`src/rtl/BG1_pkg.sv`:
```
// BG1_pkg: base graph 1 dimensions.
package BG1_pkg;
    localparam int BG1_MSG_COL_COUNT = 22;
endpackage

```
`src/rtl/BG2_pkg.sv`:
```
// BG2_pkg: base graph 2 dimensions.
package BG2_pkg;
    localparam int BG2_MSG_COL_COUNT = 10;
endpackage

```
`src/rtl/LDPC_pkg.sv`:
```
// LDPC_pkg: shared LDPC sizes, base-graph select and syndrome-check FSM states.
package LDPC_pkg;
    localparam int MAX_ZC         = 384;
    localparam int GAP_COLS_COUNT = 4;
    localparam int CORE_PAR_COLS  = 4;
    localparam int MAX_ZC_VALID   = 384;
    typedef enum logic [1:0] {BG_NONE = 2'd0, BG1 = 2'd1, BG2 = 2'd2, BG_RSVD = 2'd3} BG_Type;
    typedef enum logic [1:0] {IDLE, ACCUM, EVAL, DONE} syn_state_t;
endpackage

```
`src/rtl/ldpc_core_syndrome_check_if.sv`:
```
// ldpc_core_syndrome_check_if: config, column-beat and result signals of the core syndrome check.
interface ldpc_core_syndrome_check_if;
    import LDPC_pkg::*;
    logic                                     start;
    BG_Type                                   BG;
    logic [8:0]                               zc;
    logic                                     col_valid;
    logic [GAP_COLS_COUNT-1:0][MAX_ZC-1:0]    shifted_cw_block;
    logic                                     busy;
    logic                                     check_done;
    logic                                     syndrome_ok;
    logic [3:0]                               row_fail;
    logic                                     cfg_err;
    modport master (
        output start, BG, zc, col_valid, shifted_cw_block,
        input  busy, check_done, syndrome_ok, row_fail, cfg_err
    );
    modport slave (
        input  start, BG, zc, col_valid, shifted_cw_block,
        output busy, check_done, syndrome_ok, row_fail, cfg_err
    );
endinterface

```
`src/rtl/zc_lsb_mask.sv`:
```
// zc_lsb_mask: sets the low zc bits of a MAX_ZC-wide mask (saturates to all ones).
module zc_lsb_mask
    import LDPC_pkg::*;
(
    input  logic [8:0]        zc,
    output logic [MAX_ZC-1:0] mask
);
    assign mask = ~({MAX_ZC{1'b1}} << zc);
endmodule

```
`src/rtl/ldpc_core_syndrome_check.sv`:
```
// ldpc_core_syndrome_check: XOR-accumulates core rows 0..3 over one codeword's
// columns and reports per-row nonzero syndromes within the active lifting size.
module ldpc_core_syndrome_check
    import LDPC_pkg::*;
    import BG1_pkg::*;
    import BG2_pkg::*;
(
    input logic                        clk,
    input logic                        reset_n,
    ldpc_core_syndrome_check_if.slave  sc
);
    syn_state_t                            state, state_nxt;
    logic [GAP_COLS_COUNT-1:0][MAX_ZC-1:0] acc;
    logic [4:0]                            col_cnt;
    logic [8:0]                            zc_q;
    BG_Type                                bg_q;
    logic [MAX_ZC-1:0]                     zc_mask;
    logic [4:0]                            n_cols;
    logic                                  cfg_ok;
    logic                                  last_beat;
    logic [GAP_COLS_COUNT-1:0]             row_nz;

    zc_lsb_mask u_mask (.zc(zc_q), .mask(zc_mask));

    always_comb begin
        cfg_ok    = (sc.BG == BG1 || sc.BG == BG2) && sc.zc >= 9'd2 && sc.zc <= 9'(MAX_ZC_VALID);
        n_cols    = (bg_q == BG1) ? 5'(BG1_MSG_COL_COUNT + CORE_PAR_COLS)
                                  : 5'(BG2_MSG_COL_COUNT + CORE_PAR_COLS);
        last_beat = sc.col_valid && (col_cnt + 5'd1 == n_cols);
        for (int r = 0; r < GAP_COLS_COUNT; r++)
            row_nz[r] = |(acc[r] & zc_mask);
        state_nxt = (state == IDLE)  ? (sc.start ? (cfg_ok ? ACCUM : DONE) : IDLE) :
                    (state == ACCUM) ? (last_beat ? EVAL : ACCUM) :
                    (state == EVAL)  ? DONE : IDLE;
    end

    // An invalid config still latches and reports through DONE so the caller sees check_done.
    always_ff @(posedge clk or negedge reset_n) begin
        if (!reset_n) begin
            state          <= IDLE;
            acc            <= '0;
            col_cnt        <= '0;
            zc_q           <= '0;
            bg_q           <= BG_NONE;
            sc.busy        <= 1'b0;
            sc.check_done  <= 1'b0;
            sc.syndrome_ok <= 1'b0;
            sc.row_fail    <= '0;
            sc.cfg_err     <= 1'b0;
        end else begin
            state         <= state_nxt;
            sc.busy       <= state_nxt != IDLE;
            sc.check_done <= state_nxt == DONE;
            if (state == IDLE && sc.start) begin
                acc            <= '0;
                col_cnt        <= '0;
                zc_q           <= sc.zc;
                bg_q           <= sc.BG;
                sc.syndrome_ok <= 1'b0;
                sc.row_fail    <= '0;
                sc.cfg_err     <= !cfg_ok;
            end
            if (state == ACCUM && sc.col_valid) begin
                acc     <= acc ^ sc.shifted_cw_block;
                col_cnt <= (col_cnt == 5'd31) ? col_cnt : col_cnt + 5'd1;
            end
            if (state == EVAL) begin
                sc.row_fail    <= row_nz;
                sc.syndrome_ok <= ~|row_nz;
            end
        end
    end
endmodule

```
`src/flat_wrapper.sv`:
```
// flat-port wrapper written by rule: the top's interface ports become plain ports
module ldpc_core_syndrome_check_flat import LDPC_pkg::*; import BG1_pkg::*; import BG2_pkg::*;
  (clk, reset_n, sc_start, sc_BG, sc_zc, sc_col_valid, sc_shifted_cw_block, sc_busy, sc_check_done, sc_syndrome_ok, sc_row_fail, sc_cfg_err);
  ldpc_core_syndrome_check_if sc_i ();
  input logic clk;
  input logic reset_n;
  input wire logic [$bits(sc_i.start)-1:0] sc_start;
  input wire logic [$bits(sc_i.BG)-1:0] sc_BG;
  input wire logic [$bits(sc_i.zc)-1:0] sc_zc;
  input wire logic [$bits(sc_i.col_valid)-1:0] sc_col_valid;
  input wire logic [$bits(sc_i.shifted_cw_block)-1:0] sc_shifted_cw_block;
  output wire logic [$bits(sc_i.busy)-1:0] sc_busy;
  output wire logic [$bits(sc_i.check_done)-1:0] sc_check_done;
  output wire logic [$bits(sc_i.syndrome_ok)-1:0] sc_syndrome_ok;
  output wire logic [$bits(sc_i.row_fail)-1:0] sc_row_fail;
  output wire logic [$bits(sc_i.cfg_err)-1:0] sc_cfg_err;
  assign sc_i.start = sc_start;
  assign sc_i.BG = sc_BG;
  assign sc_i.zc = sc_zc;
  assign sc_i.col_valid = sc_col_valid;
  assign sc_i.shifted_cw_block = sc_shifted_cw_block;
  assign sc_busy = sc_i.busy;
  assign sc_check_done = sc_i.check_done;
  assign sc_syndrome_ok = sc_i.syndrome_ok;
  assign sc_row_fail = sc_i.row_fail;
  assign sc_cfg_err = sc_i.cfg_err;
  ldpc_core_syndrome_check u_core (.clk(clk), .reset_n(reset_n), .sc(sc_i));
endmodule
```
`config.mk`:
```
export PLATFORM = sky130hd
export DESIGN_NAME = ldpc_core_syndrome_check_flat
export DESIGN_NICKNAME = d
export VERILOG_FILES = /design/src/rtl/BG1_pkg.sv /design/src/rtl/BG2_pkg.sv /design/src/rtl/LDPC_pkg.sv /design/src/rtl/ldpc_core_syndrome_check_if.sv /design/src/rtl/zc_lsb_mask.sv /design/src/rtl/ldpc_core_syndrome_check.sv /design/src/flat_wrapper.sv
export SDC_FILE = /design/constraint.sdc
export NUM_CORES = 2
export LEC_CHECK = 0
export ABC_AREA = 1
export CAP_MARGIN = 30
export CORE_AREA = 4 4 612 614
export CTS_BUF_LIST = sky130_fd_sc_hd__clkbuf_8
export DETAILED_ROUTE_END_ITERATION = 8
export DIE_AREA = 0 0 616 618
export SYNTH_ARGS = -nofsm -noshare
export SYNTH_HDL_FRONTEND = slang
export SYNTH_SLANG_ARGS = --single-unit
```
`constraint.sdc`:
```
create_clock -name clk -period 2.35 [get_ports clk]
set_input_delay 0.235 -clock clk [delete_from_list [all_inputs] [get_ports clk]]
set_output_delay 0.235 -clock clk [all_outputs]
set_load 0.005 [all_outputs]
```
==> results.yml <==
grt:
  grt_util_met3: 0.100
  grt_use_met1: 0.459
  grt_use_total: 0.375
  top_usage_layer: "met2"
  grt_pass1_vias: 102036
  grt_pass1_wl_um: 958000
  grt_start_max_net_pins: 126
  antenna_found_initial: 429
  grt-ovfl-total: 0
  gr-usage-met2: 0.571
synth:
  yosysMostFrequentCell: "nand2_1"
  synth_common_cells: "2256 x nand2_1, 1562 x dfrtp_1, 1497 x o21ai_0"
  synth_area_sq_um: 85200
  synth_area_per_cell_sq_um: 7.73
  synth_edf_count: 0
  synthCells: 11013
  synth_top_area_frac: 0.459
  synth_nets: 12567
  synth.distinct_cells: 43
  ys.flop_type: "dfrtp_1"
  yosysSeqAreaShare: 0.459
  ys_warn_count: 0
  yosysTopAreaCell: "dfrtp_1"
  synth_area_leaders: "dfrtp_1 46%, xnor2_1 10%, nand2_1 9.9%"
  postSynth.asyncResetShare: 1.00
  synth-seq-cells: 1562
floorplan:
  initial_core_util: 0.231
  die_x_um: 616
  ioPinCount: 1559
  rows: 223
  die-area_sq_um: 381000
  core_area_sq_um: 369000
  die_y_um: 618
timing:
  hold_violations: 0
  slew_violations: 0
  fmax_mhz: 283
  fin_crit_sh: 1.50
  fin_ws_ps: -1180
  relSlewSlack: 0.359
  finalCriticalPeriod_ps: 3530
  setup_violations: 5
  grt_setup_unrepaired: "yes"
  worstMarginPinSlew_ps: 955
  holdWs_ps: 51.0
  clock_skew_ps: 79.1
critical_path:
  critical-path-max-stage-delay_ps: 640
  crit_fanout: 6
  crit_arrival_ps: 4570
  critPathBufInv: 4
  worst_setup_path_start_kind: "register"
  path_class: "register to register"
  cp_top_family: "simple AND/OR/NAND/NOR gates"
  cp_cell_sequence: "buf_12 -> nor2_8 -> buf_6 -> buf_8 -> nand3_4 -> buf_6 -> nand3_4 -> nand4_1 -> nor2_2 -> nand2_2 -> nor2_4 -> nand2_2 -> nor2_2 -> nand3_2 -> nor2_4 -> nand4_1 -> nand2_1"
  end_kind: "register"
  critPathRequiredTime_ps: 3390
  crit_slowest_cell: "nand4_1"
pwr:
  ir_drop_mv: 0.571
  power.density_nw_per_um2: 1510
  switching_share: 0.518
  p_switching_uw: 115000
  comb_power_share: 0.601
  p_int_uw: 107000
  p_seq_frac: 0.264
  pwr-share-clk: 0.135
  p_leak_uw: 0.0667
finish:
  drive_above_1_share: 0.166
  nNetsFinal: 17205
  final_core_util: 0.400
  fin_cells: 21086
  syn_to_final_growth_pct: 72.9
clock_network:
  clk_path_buf_depth: 4
  cts_tree: "built"
  clock_sinks: 1562
  clk_pin_slew_ps: 60
  cts_buffers: 313
  cts-root-buf: "clkbuf_8"
  h-tree-depth: 5
  clk_latency_ps: 1180
placed_design:
  dp_cells: 18701
  gp_congestion: 1.08
  io_buffers: 1558
  dp_hpwl_um: 627000
min_path:
  hold_class: "input port to register"
routing:
  drt_iter0_drc: 13870
  dr.pass1.iters: 8
  drc: 0
  vias_per_cell: 5.09
  wire_per_inst_um: 35.3
  postRouteAntennaNets: 0
  routed_wl_um: 744000
  vias: 107344
outcome:
  status: "finished with violations"
  violations: "negative setup slack"
flow_run:
  cap_violations: 0
## per-layer routing
metal / vias up / share of wire
met2: 6706 / 0.43
met5: - / 0.0013
li1: 45984 / -
met3: 2027 / 0.092
met4: 156 / 0.086
met1: 52471 / 0.39
## per-stage QoR
| stage | setup WS, ps | total power [uW] | area [sq um] | setup TNS, ps |
|---|---|---|---|---|
| final | -1180 | 222000 | 147000 | -5460 |
| after global routing | -1160 | 226000 | 147000 | -5540 |
| after CTS | -1040 | 215000 | 146000 | -5000 |
| after detailed placement | -1820 | 179000 | 123000 | -8820 |
| after global placement | -2350 | 179000 | 123000 | -9800 |
| after floorplan | 318 | 92100 | 85200 | 0 |
## layout make-up
class | instances | area, sq um
fillers | 37757 | 221000
repair buffers | 4886 | 50000
multi-input cells | 8139 | 42200
flip-flops and latches | 1562 | 39100
diodes | 258 | 646
inverters | 749 | 2840
clock buffers | 389 | 5350
well taps | 4950 | 6190
clock inverters | 153 | 963
## flip-flops by register name, indices dropped and copies added, names as in the netlist
register and count:
u_core.sc.row_fail 4, u_core.state 2, u_core.zc_q 9, u_core.sc.cfg_err 1, u_core.acc 1536, u_core.sc.check_done 1
u_core.sc.busy 1, u_core.col_cnt 5, u_core.sc.syndrome_ok 1, u_core.bg_q 2
## layout by cell type, fill, tap and decap left out, types with 802 or more instances in the layout
master | netlist | final
xnor2_1 | 990 | 990
dfrtp_1 | 1562 | 1554
clkdlybuf4s50_1 | 0 | 1552
nand2_1 | 2256 | 2102
nand3_1 | 1438 | 1399
o21ai_0 | 1497 | 1491
inv_1 | 720 | 802
buf_4 | 22 | 1328
dlygate4sd3_1 | 0 | 1528
nor2_1 | 1016 | 930
## worst paths after layout
check / end / cells past startpoint / slack (ps) / from
setup / recovery: u_core.sc.syndrome_ok / 17 / -1180 / u_core.zc_q[3]
hold / removal: u_core.acc[1310] / 5 / 50 / sc_shifted_cw_block[1310]
setup reg to reg: u_core.sc.syndrome_ok / 17 / -1180 / u_core.zc_q[3]
hold reg to reg: u_core.acc[1329] / 1 / 460 / u_core.acc[1329]
max in group asynchronous: u_core.acc[890] / 4 / 770 / reset_n
min in group asynchronous: u_core.acc[1349] / 4 / 580 / reset_n
## power groups by stage
stage | sequential [uW] | combinational [uW] | clock, uW
2_1_floorplan | 46900 | 45200 | 0
6_report | 58500 | 134000 | 29900
3_5_place_dp | 57500 | 122000 | 0
3_3_place_gp | 57300 | 121000 | 0
4_1_cts | 57200 | 128000 | 30200
5_1_grt | 58300 | 137000 | 31300
## cell families after synthesis
logic type / count (synthesis) / share of synthesized area
xor+xnor: 991 / 0.102
fa+ha+maj: 3 / 0.000441
simple gates: 4888 / 0.243
buf+inv: 1312 / 0.0611
flops: 1562 / 0.459
compound gates: 2257 / 0.135
## worst reg2reg max path, cell delays in order, from the launching register on
cell and delay (ps):
dfrtp_2 470, buf_12 160, nor2_8 130, buf_6 140, buf_8 120, nand3_4 120
buf_6 170, nand3_4 160, nand4_1 650, nor2_2 380, nand2_2 100, nor2_4 260
nand2_2 100, nor2_2 110, nand3_2 90, nor2_4 110, nand4_1 100, nand2_1 60
## timing repair
action / in CTS / in global routing
cloned: 1 / 0
setup buffers: 41 / 19
endpoints found under the setup margin: 11 / 5
hold buffers: 1528 / 0
pin swaps: 44 / 43
hold endpoints to repair: 3088 / 0
gates resized for setup: 332 / 136
Note: power is estimated with default switching activity, not from simulation.
